`config.mk`:
```
export PLATFORM = sky130hd
export DESIGN_NAME = quad_decoder
export DESIGN_NICKNAME = d
export VERILOG_FILES = /design/src/rtl/quad_pkg.sv /design/src/rtl/quad_sync.sv /design/src/rtl/quad_decoder.sv
export SDC_FILE = /design/constraint.sdc
export NUM_CORES = 1
export LEC_CHECK = 0
export ABC_AREA = 1
export CAP_MARGIN = 10
export CORE_MARGIN = 2
export CORE_UTILIZATION = 55
export CTS_CLUSTER_DIAMETER = 30
export DETAILED_ROUTE_END_ITERATION = 10
export PLACE_DENSITY = 0.81
export SYNTH_ARGS = -nofsm -noshare
export SYNTH_HDL_FRONTEND = slang
export SYNTH_SLANG_ARGS = --single-unit
```
`constraint.sdc`:
```
create_clock -name sysclk -period 3.42 [get_ports sysclk]
set_input_delay 0.684 -clock sysclk [delete_from_list [all_inputs] [get_ports sysclk]]
set_output_delay 0.684 -clock sysclk [all_outputs]
set_load 0.02 [all_outputs]
```
`src/rtl/quad_pkg.sv`:
```
// Shared constants, widths and step-decode helper for the quadrature decoder.
package quad_pkg;

    localparam int DEF_POS_W   = 16;
    localparam int DEF_SPD_W   = 12;
    localparam int DEF_WIN_CYC = 50000;
    localparam int ERR_W       = 8;

    // Phase-pair encodings {X,Y} in forward order.
    localparam logic [1:0] PH_00 = 2'b00;
    localparam logic [1:0] PH_10 = 2'b10;
    localparam logic [1:0] PH_11 = 2'b11;
    localparam logic [1:0] PH_01 = 2'b01;

    localparam logic [ERR_W-1:0] ERR_MAX = 8'hFF;

    typedef enum logic [1:0] {
        NONE    = 2'd0,
        FWD     = 2'd1,
        REV     = 2'd2,
        ILLEGAL = 2'd3
    } dec_e;

    function automatic dec_e quad_decode(input logic [1:0] prev, input logic [1:0] cur);
        dec_e res;
        case ({prev, cur})
            {PH_00, PH_10}, {PH_10, PH_11}, {PH_11, PH_01}, {PH_01, PH_00}: res = FWD;
            {PH_00, PH_01}, {PH_01, PH_11}, {PH_11, PH_10}, {PH_10, PH_00}: res = REV;
            {PH_00, PH_00}, {PH_10, PH_10}, {PH_11, PH_11}, {PH_01, PH_01}: res = NONE;
            default:                                                         res = ILLEGAL;
        endcase
        return res;
    endfunction

endpackage

```
`src/rtl/quad_sync.sv`:
```
// Two-flop synchronizer for one asynchronous quadrature phase.
module quad_sync (
    input  logic clk,
    input  logic rst_n,
    input  logic d,
    output logic q
);

    logic meta_d;
    logic meta_q;
    logic sync_d;
    logic sync_q;

    // Next-state of the synchronizer chain.
    always_comb begin
        meta_d = d;
        sync_d = meta_q;
    end

    // Synchronizer flops.
    always_ff @(posedge clk or negedge rst_n) begin
        if (!rst_n) begin
            meta_q <= 1'b0;
            sync_q <= 1'b0;
        end else begin
            meta_q <= meta_d;
            sync_q <= sync_d;
        end
    end

    assign q = sync_q;

endmodule

```
`src/rtl/quad_decoder.sv`:
```
// Quadrature decoder: synchronized phase decode, wrapping position, error
// counting and windowed speed measurement.
module quad_decoder
    import quad_pkg::*;
#(
    parameter int POS_W   = DEF_POS_W,
    parameter int SPD_W   = DEF_SPD_W,
    parameter int WIN_CYC = DEF_WIN_CYC
) (
    input  logic               sysclk,
    input  logic               reset,
    input  logic               Pulse_X,
    input  logic               Pulse_Y,
    input  logic               Clr,
    output logic [POS_W-1:0]   Position,
    output logic               Dir,
    output logic               Step,
    output logic               Err,
    output logic [ERR_W-1:0]   Err_Cnt,
    output logic [SPD_W-1:0]   Speed,
    output logic               Speed_Vld
);

    localparam int               WIN_W    = (WIN_CYC > 2) ? $clog2(WIN_CYC) : 1;
    localparam logic [WIN_W-1:0] WIN_LAST = WIN_W'(WIN_CYC - 1);
    localparam logic [POS_W-1:0] POS_ONE  = {{(POS_W-1){1'b0}}, 1'b1};
    localparam logic [SPD_W-1:0] SCNT_MAX = {SPD_W{1'b1}};

    logic             xs_s;
    logic             ys_s;
    logic [1:0]       cur_s;
    dec_e             dec_s;
    logic             step_now_s;
    logic [POS_W-1:0] pos_step_s;
    logic [ERR_W-1:0] ecnt_step_s;
    logic [SPD_W-1:0] scnt_inc_s;

    logic [1:0]       prev_d,  prev_q;
    logic [POS_W-1:0] pos_d,   pos_q;
    logic             dir_d,   dir_q;
    logic             step_d,  step_q;
    logic             err_d,   err_q;
    logic [ERR_W-1:0] ecnt_d,  ecnt_q;
    logic [WIN_W-1:0] win_d,   win_q;
    logic [SPD_W-1:0] scnt_d,  scnt_q;
    logic [SPD_W-1:0] speed_d, speed_q;
    logic             svld_d,  svld_q;

    quad_sync u_sync_x (.clk(sysclk), .rst_n(reset), .d(Pulse_X), .q(xs_s));
    quad_sync u_sync_y (.clk(sysclk), .rst_n(reset), .d(Pulse_Y), .q(ys_s));

    assign cur_s = {xs_s, ys_s};

    // Decode, position/error update and speed window next-state.
    always_comb begin
        dec_s       = quad_decode(prev_q, cur_s);
        prev_d      = cur_s;
        pos_step_s  = pos_q;
        ecnt_step_s = ecnt_q;
        dir_d       = dir_q;
        step_d      = 1'b0;
        err_d       = 1'b0;
        case (dec_s)
            FWD: begin
                pos_step_s = pos_q + POS_ONE;
                dir_d      = 1'b1;
                step_d     = 1'b1;
            end
            REV: begin
                pos_step_s = pos_q - POS_ONE;
                dir_d      = 1'b0;
                step_d     = 1'b1;
            end
            ILLEGAL: begin
                err_d       = 1'b1;
                ecnt_step_s = (ecnt_q == ERR_MAX) ? ecnt_q : (ecnt_q + 8'd1);
            end
            default: begin
                pos_step_s = pos_q;
            end
        endcase

        // Clear wins over a coincident step or error; pulses still go out.
        pos_d  = Clr ? {POS_W{1'b0}} : pos_step_s;
        ecnt_d = Clr ? {ERR_W{1'b0}} : ecnt_step_s;

        step_now_s = step_d;
        scnt_inc_s = (step_now_s && (scnt_q != SCNT_MAX)) ? (scnt_q + SPD_W'(1)) : scnt_q;
        speed_d    = speed_q;
        svld_d     = 1'b0;
        if (win_q == WIN_LAST) begin
            win_d   = {WIN_W{1'b0}};
            scnt_d  = {SPD_W{1'b0}};
            speed_d = scnt_inc_s;
            svld_d  = 1'b1;
        end else begin
            win_d   = win_q + WIN_W'(1);
            scnt_d  = scnt_inc_s;
        end
    end

    // State and output registers.
    always_ff @(posedge sysclk or negedge reset) begin
        if (!reset) begin
            prev_q  <= PH_00;
            pos_q   <= {POS_W{1'b0}};
            dir_q   <= 1'b1;
            step_q  <= 1'b0;
            err_q   <= 1'b0;
            ecnt_q  <= {ERR_W{1'b0}};
            win_q   <= {WIN_W{1'b0}};
            scnt_q  <= {SPD_W{1'b0}};
            speed_q <= {SPD_W{1'b0}};
            svld_q  <= 1'b0;
        end else begin
            prev_q  <= prev_d;
            pos_q   <= pos_d;
            dir_q   <= dir_d;
            step_q  <= step_d;
            err_q   <= err_d;
            ecnt_q  <= ecnt_d;
            win_q   <= win_d;
            scnt_q  <= scnt_d;
            speed_q <= speed_d;
            svld_q  <= svld_d;
        end
    end

    assign Position  = pos_q;
    assign Dir       = dir_q;
    assign Step      = step_q;
    assign Err       = err_q;
    assign Err_Cnt   = ecnt_q;
    assign Speed     = speed_q;
    assign Speed_Vld = svld_q;

endmodule

```
## Yosys cells after proc, flatten, opt, wreduce, memory -nomap -nowiden

Memory sizes are Yosys's and may differ from the RTL's.
Index checks and enable logic that the tools add are counted.

- Add/subtract/negate cells: 5
- Multipliers: 0
- Divide/modulo/power cells: 0
- Order comparisons: 0
- Eq/ne operators: 7
- Shifts and indexed selects: 0
- Multiplexer cells: 12
- Bitwise gates (word level): 0
- Reduce and logical (&&, ||, !) cells: 6

Operators with widths:

| cell | count |
|---|---|
| adder 16 x 1 -> 16 bit, second input constant | 2 |
| two-way mux 16 bit | 2 |
| case mux 16 bit (2 select lines) | 1 |
| two-way mux 12 bit | 2 |
| two-way mux 8 bit | 3 |
| == test 16 bit, second input constant | 1 |
| subtractor 16 x 1 -> 16 bit, second input constant | 1 |
| adder 12 x 1 -> 12 bit, second input constant | 1 |
| inequality test 12 bit, second input constant | 1 |
| adder 8 x 1 -> 8 bit, second input constant | 1 |
| == test 8 bit, second input constant | 1 |
| == test 2 bit, second input constant | 2 |
| nonzero test 2 bit | 2 |
| two-way mux 1 bit | 3 |
| nonzero test 3 bit | 1 |
| == test 2 x 1 -> 1 bit, second input constant | 1 |
| inequality test 2 bit, second input constant | 1 |
| case mux 1 bit (2 select lines) | 1 |
| AND reduction 2 bit | 1 |
| OR reduction 2 bit | 1 |
| logical AND 1 bit | 1 |

- Register bits after elaboration: 74
- Bits in latches: 0
- Bits in writable memories: 0
- Memory bits (read-only): 32
- Output and inout port bits: 40
- Logic and storage cells: 45
- Memories: 1

Memory list:

| memory | words | width | rd ports | clocked after memory_dff | write ports | line | text |
|---|---|---|---|---|---|---|---|
| (no name shown) | 16 | 2 | 1 | 0 | 0 | quad_pkg.sv:26 | `case ({prev, cur})` |

## Logic depth before layout (Yosys ltp)

An unclocked memory read counts as a cell.

- Depth after elaboration: 7
- Depth in mapped cells: 22
- Mapped depth without buffers: 21

## Hierarchy

Synthesis repeated with hierarchy kept, for this count alone.

- Cells, all modules: 613
- Area total of the unflattened synthesis: 4414.2 µm²

Modules (own cells, without submodules):

| module | times used | cells each | area an instance (µm²) | sequential area each (µm²) |
|---|---|---|---|---|
| quad_decoder | 1 | 609 | 4314.1 | 1752.9 |
| quad_sync | 2 | 2 | 50.0 | 50.0 |

## Worst setup path after synthesis

OpenSTA, ideal clock, no wires.

- Path type: register to register
- Start: register prev_q[0]
- End: register pos_q[6] (netlist: Position[6])
- Setup time: 0.126 ns
- Data arrival time: 2.517 ns
- Required time: 3.294 ns
- Path slack: 0.776 ns
- Stages on the path, launching flop included: 20
- Cell sequence: dfrtp_1 inv_1 nor2_1 inv_1 a32oi_1 inv_1 ha_1 inv_2 buf_6 nand2_1 nand2_1 inv_1 ha_1 a21oi_1 inv_1 nand4_1 nand2_1 or2_1 nand3_1 o21ai_0

- Longest elaborated chain between the ends: 4
- Elaborated cells between the ends (all ways): 6

Ends and longest elaborated chain:

| element | line | text |
|---|---|---|
| start, declared | quad_decoder.sv:38 | `logic [1:0] prev_d, prev_q;` |
| start signal, assigned | quad_decoder.sv:116 | `prev_q <= prev_d;` |
| memory read (16 x 2 bit) * | - |  |
| == test 2 bit / == test 2 x 1 -> 1 bit (equally long branches) | quad_decoder.sv:63 | `case (dec_s)` |
| case mux 16 bit (2 select lines) | quad_decoder.sv:63 |  |
| two-way mux 16 bit | quad_decoder.sv:84 | `pos_d = Clr ? {POS_W{1'b0}} : pos_step_s;` |
| end signal, assigned | quad_decoder.sv:106 | `pos_q <= {POS_W{1'b0}};` |
| end signal, assigned | quad_decoder.sv:117 | `pos_q <= pos_d;` |
| end, declared | quad_decoder.sv:39 | `logic [POS_W-1:0] pos_d, pos_q;` |

Mark *: on every way between the ends. The rest lies on a longest branch, timed or not.
A chain may end at the register's enable or synchronous reset.

## Worst setup path in the final report

Ends and elaborated chain as after synthesis.

==> flow_summary_export.csv <==
group,metric,value,unit
global_routing,grt_pass1_wl,17.0,mm
floorplan,initial_core_util,56.8,%
placed_design,io_buffer_count,44,
worst_setup_path,crit_arrival,3330,ps
clock_tree,postCtsHoldBufs,0,
final_layout,syn2layout_area_growth,16.9,%
drt,vias,3963,
global_routing,grt_pass1_vias,3843,
clock_tree,htreeDepth,3,
yosys,synth_area,4410,sq um
worst_setup_path,crit_slowest_cell,"ha_1",
sta,tightest_slew,918,ps
sta,clock_skew,8.80,ps
final_layout,final_cells,770,
sta,fmax,0.323,GHz
sta,setup_viol_count_final,0,
drt,drt_iter0_markers,224,
worst_setup_path,worstSetupPathType,"reg2reg",
drt,drc,0,
yosys,syn_avg_cell_area,7.20,sq um
power_and_ir_drop,p_int,1.73,mW
placed_design,dp.cells,754,
min_path,min_path_type,"reg2reg",
worst_setup_path,crit_chain,"inv_1 -> nor2_1 -> inv_1 -> o211ai_1 -> o31ai_1 -> inv_1 -> ha_1 -> nand2_1 -> nand2_1 -> inv_1 -> ha_1 -> a21oi_1 -> inv_1 -> nand4_1 -> nand2_1 -> or2_1 -> nand3_1 -> o21ai_0",
clock_tree,cts_setup_buffers,0,
final_layout,final_cell_mix,"nand2_1, inv_1, dfrtp_1",
final_layout,nets,678,
floorplan,io_pins,45,
drt,final_antenna_net_count,0,
clock_tree,clock_latency,360,ps
drt,wl,9.92,mm
power_and_ir_drop,switching_power,1.11,mW
floorplan,dieWidth,93.6,um
clock_tree,cts_buffers,9,
worst_setup_path,worstPathRequired,3660,ps
power_and_ir_drop,p_clk_share,25.6,%
run_status,status,"completed",
yosys,syn_inst,613,
sta,period_needed,3090,ps
clock_tree,cts_buffer_depth,2,
yosys,synth-seq-cells,74,
floorplan,die_y,93.6,um
sta,rsz0062_at_grt,"no",
sta,fin_tns_setup,0,ps
yosys,yosysWarnings,0,
job,cap_violations,0,
sta,period_share,90.4,%
yosys,synthDistinctLibCells,41,
floorplan,core_area,7770,sq um
clock_tree,cts_resized,0,
clock_tree,root_buffer,"clkbuf_8",
placed_design,dp_hpwl,6.99,mm
drt,viasPerCell,5.15,
clock_tree,cts.sinks,74,
floorplan,dieArea,8760,sq um
sta,slew_headroom,38.8,%
clock_tree,clkTransAtPathRegs,80,ps
worst_setup_path,critPathMostFrequentCell,"inv_1",
yosys,yosysSeqAreaShare,42.0,%
final_layout,final_common_cell,"nand2_1",
clock_tree,cts_tree,"built",
power_and_ir_drop,p_sw_share,39.0,%
worst_setup_path,worst_setup_path_end_kind,"register",
power_and_ir_drop,p_per_area,549,nW/um^2
global_routing,antenna_found_initial,0,
worst_setup_path,path_max_fanout,16,
final_layout,diodes,0,
placed_design,place.gp.congestion,0.951,
worst_setup_path,setup.worst_path.start_class,"register",
drt,first_pass_iters,5,
worst_setup_path,cp_top_family,"simple AND/OR/NAND/NOR gates",
floorplan,rows,32,
power_and_ir_drop,power.leakage,2.68,nW
worst_setup_path,max_stage_delay,570,ps
sta,hold_violations,0,
power_and_ir_drop,p_seq_share,39.8,%
global_routing,track_usage,24.3,%
global_routing,grt_max_degree,75,
drt,routedWlPerCell,12.9,um
final_layout,drive_gt1_share,6.74,%
yosys,syn_nets,628,
power_and_ir_drop,p_comb_share,34.6,%
sta,drv_slew,0,
power_and_ir_drop,irDropWorstVdd,0.446,mV
worst_setup_path,worstPathBufferInverterCount,5,
global_routing,grt_overflow,0,
==> layout make-up <==
type                    count  area [sq um]
well taps                 102           128
inverters                 101           382
clock buffers              10           138
clock inverters             6          73.8
flip-flops and latches     74          1850
repair buffers             48           468
multi-input cells         429          2120
fillers                   692          2610
==> synth_stat cells, drive strengths merged <==
cell | instances | area (sq um)
nor2 | 69 | 295
nor4 | 1 | 6.26
dfrtp | 73 | 1830
o211ai | 1 | 7.51
nor3b | 1 | 7.51
nor3 | 8 | 50.1
a21oi | 23 | 115
xor2 | 15 | 150
or2 | 1 | 6.26
nand2 | 191 | 732
a32oi | 1 | 8.76
o22ai | 3 | 18.8
buf | 6 | 51.3
inv | 100 | 378
o31ai | 1 | 7.51
nor2b | 1 | 8.76
a21o | 1 | 7.51
dfstp | 1 | 26.3
o21bai | 2 | 18.8
ha | 10 | 125
o21ai | 30 | 150
xnor2 | 8 | 70.1
nand4 | 6 | 37.5
a211oi | 3 | 22.5
and2 | 1 | 6.26
clkinv | 1 | 3.75
nand3 | 52 | 265
clkbuf | 3 | 11.3
==> layer usage <==
layer	GRT usage [%]	up-vias	part of all wire (%)
met3	5.24	21	4.9
met5	0	-	0
met2	40.6	104	48
li1	-	2011	-
met4	7.97	0	1.9
met1	31.7	1827	46
==> sequential cells by signal (all words and copies together), names as in the netlist <==
signal and cells:
Position 16, win_q 16, Speed 12, scnt_q 12
Err_Cnt 8, prev_q 2, Dir 1, Err 1
Speed_Vld 1, Step 1, u_sync_x.meta_q 1, u_sync_x.q 1
u_sync_y.meta_q 1, u_sync_y.q 1
==> logic make-up (layout without fill, tap and decap cells) <==
group                    count (synthesis)  count (layout)  share of synthesized area, %
AO/OA/AOI/OAI                           65              65                          8.08
XOR/XNOR                                23              23                          4.99
adder cells (fa/ha/maj)                 10              10                          2.83
buffers and inverters                  110             165                          10.1
flip-flops                              74              74                          42.0
AND/OR/NAND/NOR                        331             331                          32.1
==> power by group through the flow <==
stage | logic (mW) | registers (mW) | clock network (mW)
floorplan | 0.636 | 1.18 | 0
global placement | 0.939 | 1.13 | 0
detailed placement | 0.966 | 1.14 | 0
CTS | 0.979 | 1.13 | 0.740
global route | 1.10 | 1.15 | 0.779
finish | 0.980 | 1.13 | 0.725
==> stage by stage <==
stage	hold WS, ps	utilization (%)	area (sq um)	power [mW]	setup slack, ps
6_report	382	66.4	5160	2.83	327
5_1_grt	399	66.4	5160	3.03	38.6
4_1_cts	388	66.4	5160	2.84	361
3_5_place_dp	356	63.7	4950	2.10	408
3_3_place_gp	355	63.7	4950	2.07	552
2_1_floorplan	331	-	4410	1.81	776
==> path summary, 6_finish.rpt <==
path	startpoint	endpoint	slack, ps	cells past startpoint
hold reg to reg	u_sync_x.meta_q$_DFF_PN0_	u_sync_x.q$_DFF_PN0_	380	0
setup reg to reg	prev_q[0]$_DFF_PN0_	Position[6]$_DFFE_PN0P_	330	18
max in group asynchronous	reset	scnt_q[5]$_DFF_PN0_	2370	1
hold / removal	u_sync_x.meta_q$_DFF_PN0_	u_sync_x.q$_DFF_PN0_	380	0
min in group asynchronous	reset	Err_Cnt[0]$_DFFE_PN0P_	450	1
setup / recovery	prev_q[0]$_DFF_PN0_	Position[6]$_DFFE_PN0P_	330	18
==> worst register-to-register path, cell delays in order (launching register included) <==
cell and delay, ps:
dfrtp_1 430, inv_1 60, nor2_1 80, inv_1 60
o211ai_1 70, o31ai_1 120, inv_1 110, ha_1 570
nand2_1 180, nand2_1 140, inv_1 50, ha_1 170
a21oi_1 230, inv_1 110, nand4_1 120, nand2_1 120
or2_1 230, nand3_1 60, o21ai_0 70
Power figures use the tool's default switching activity.
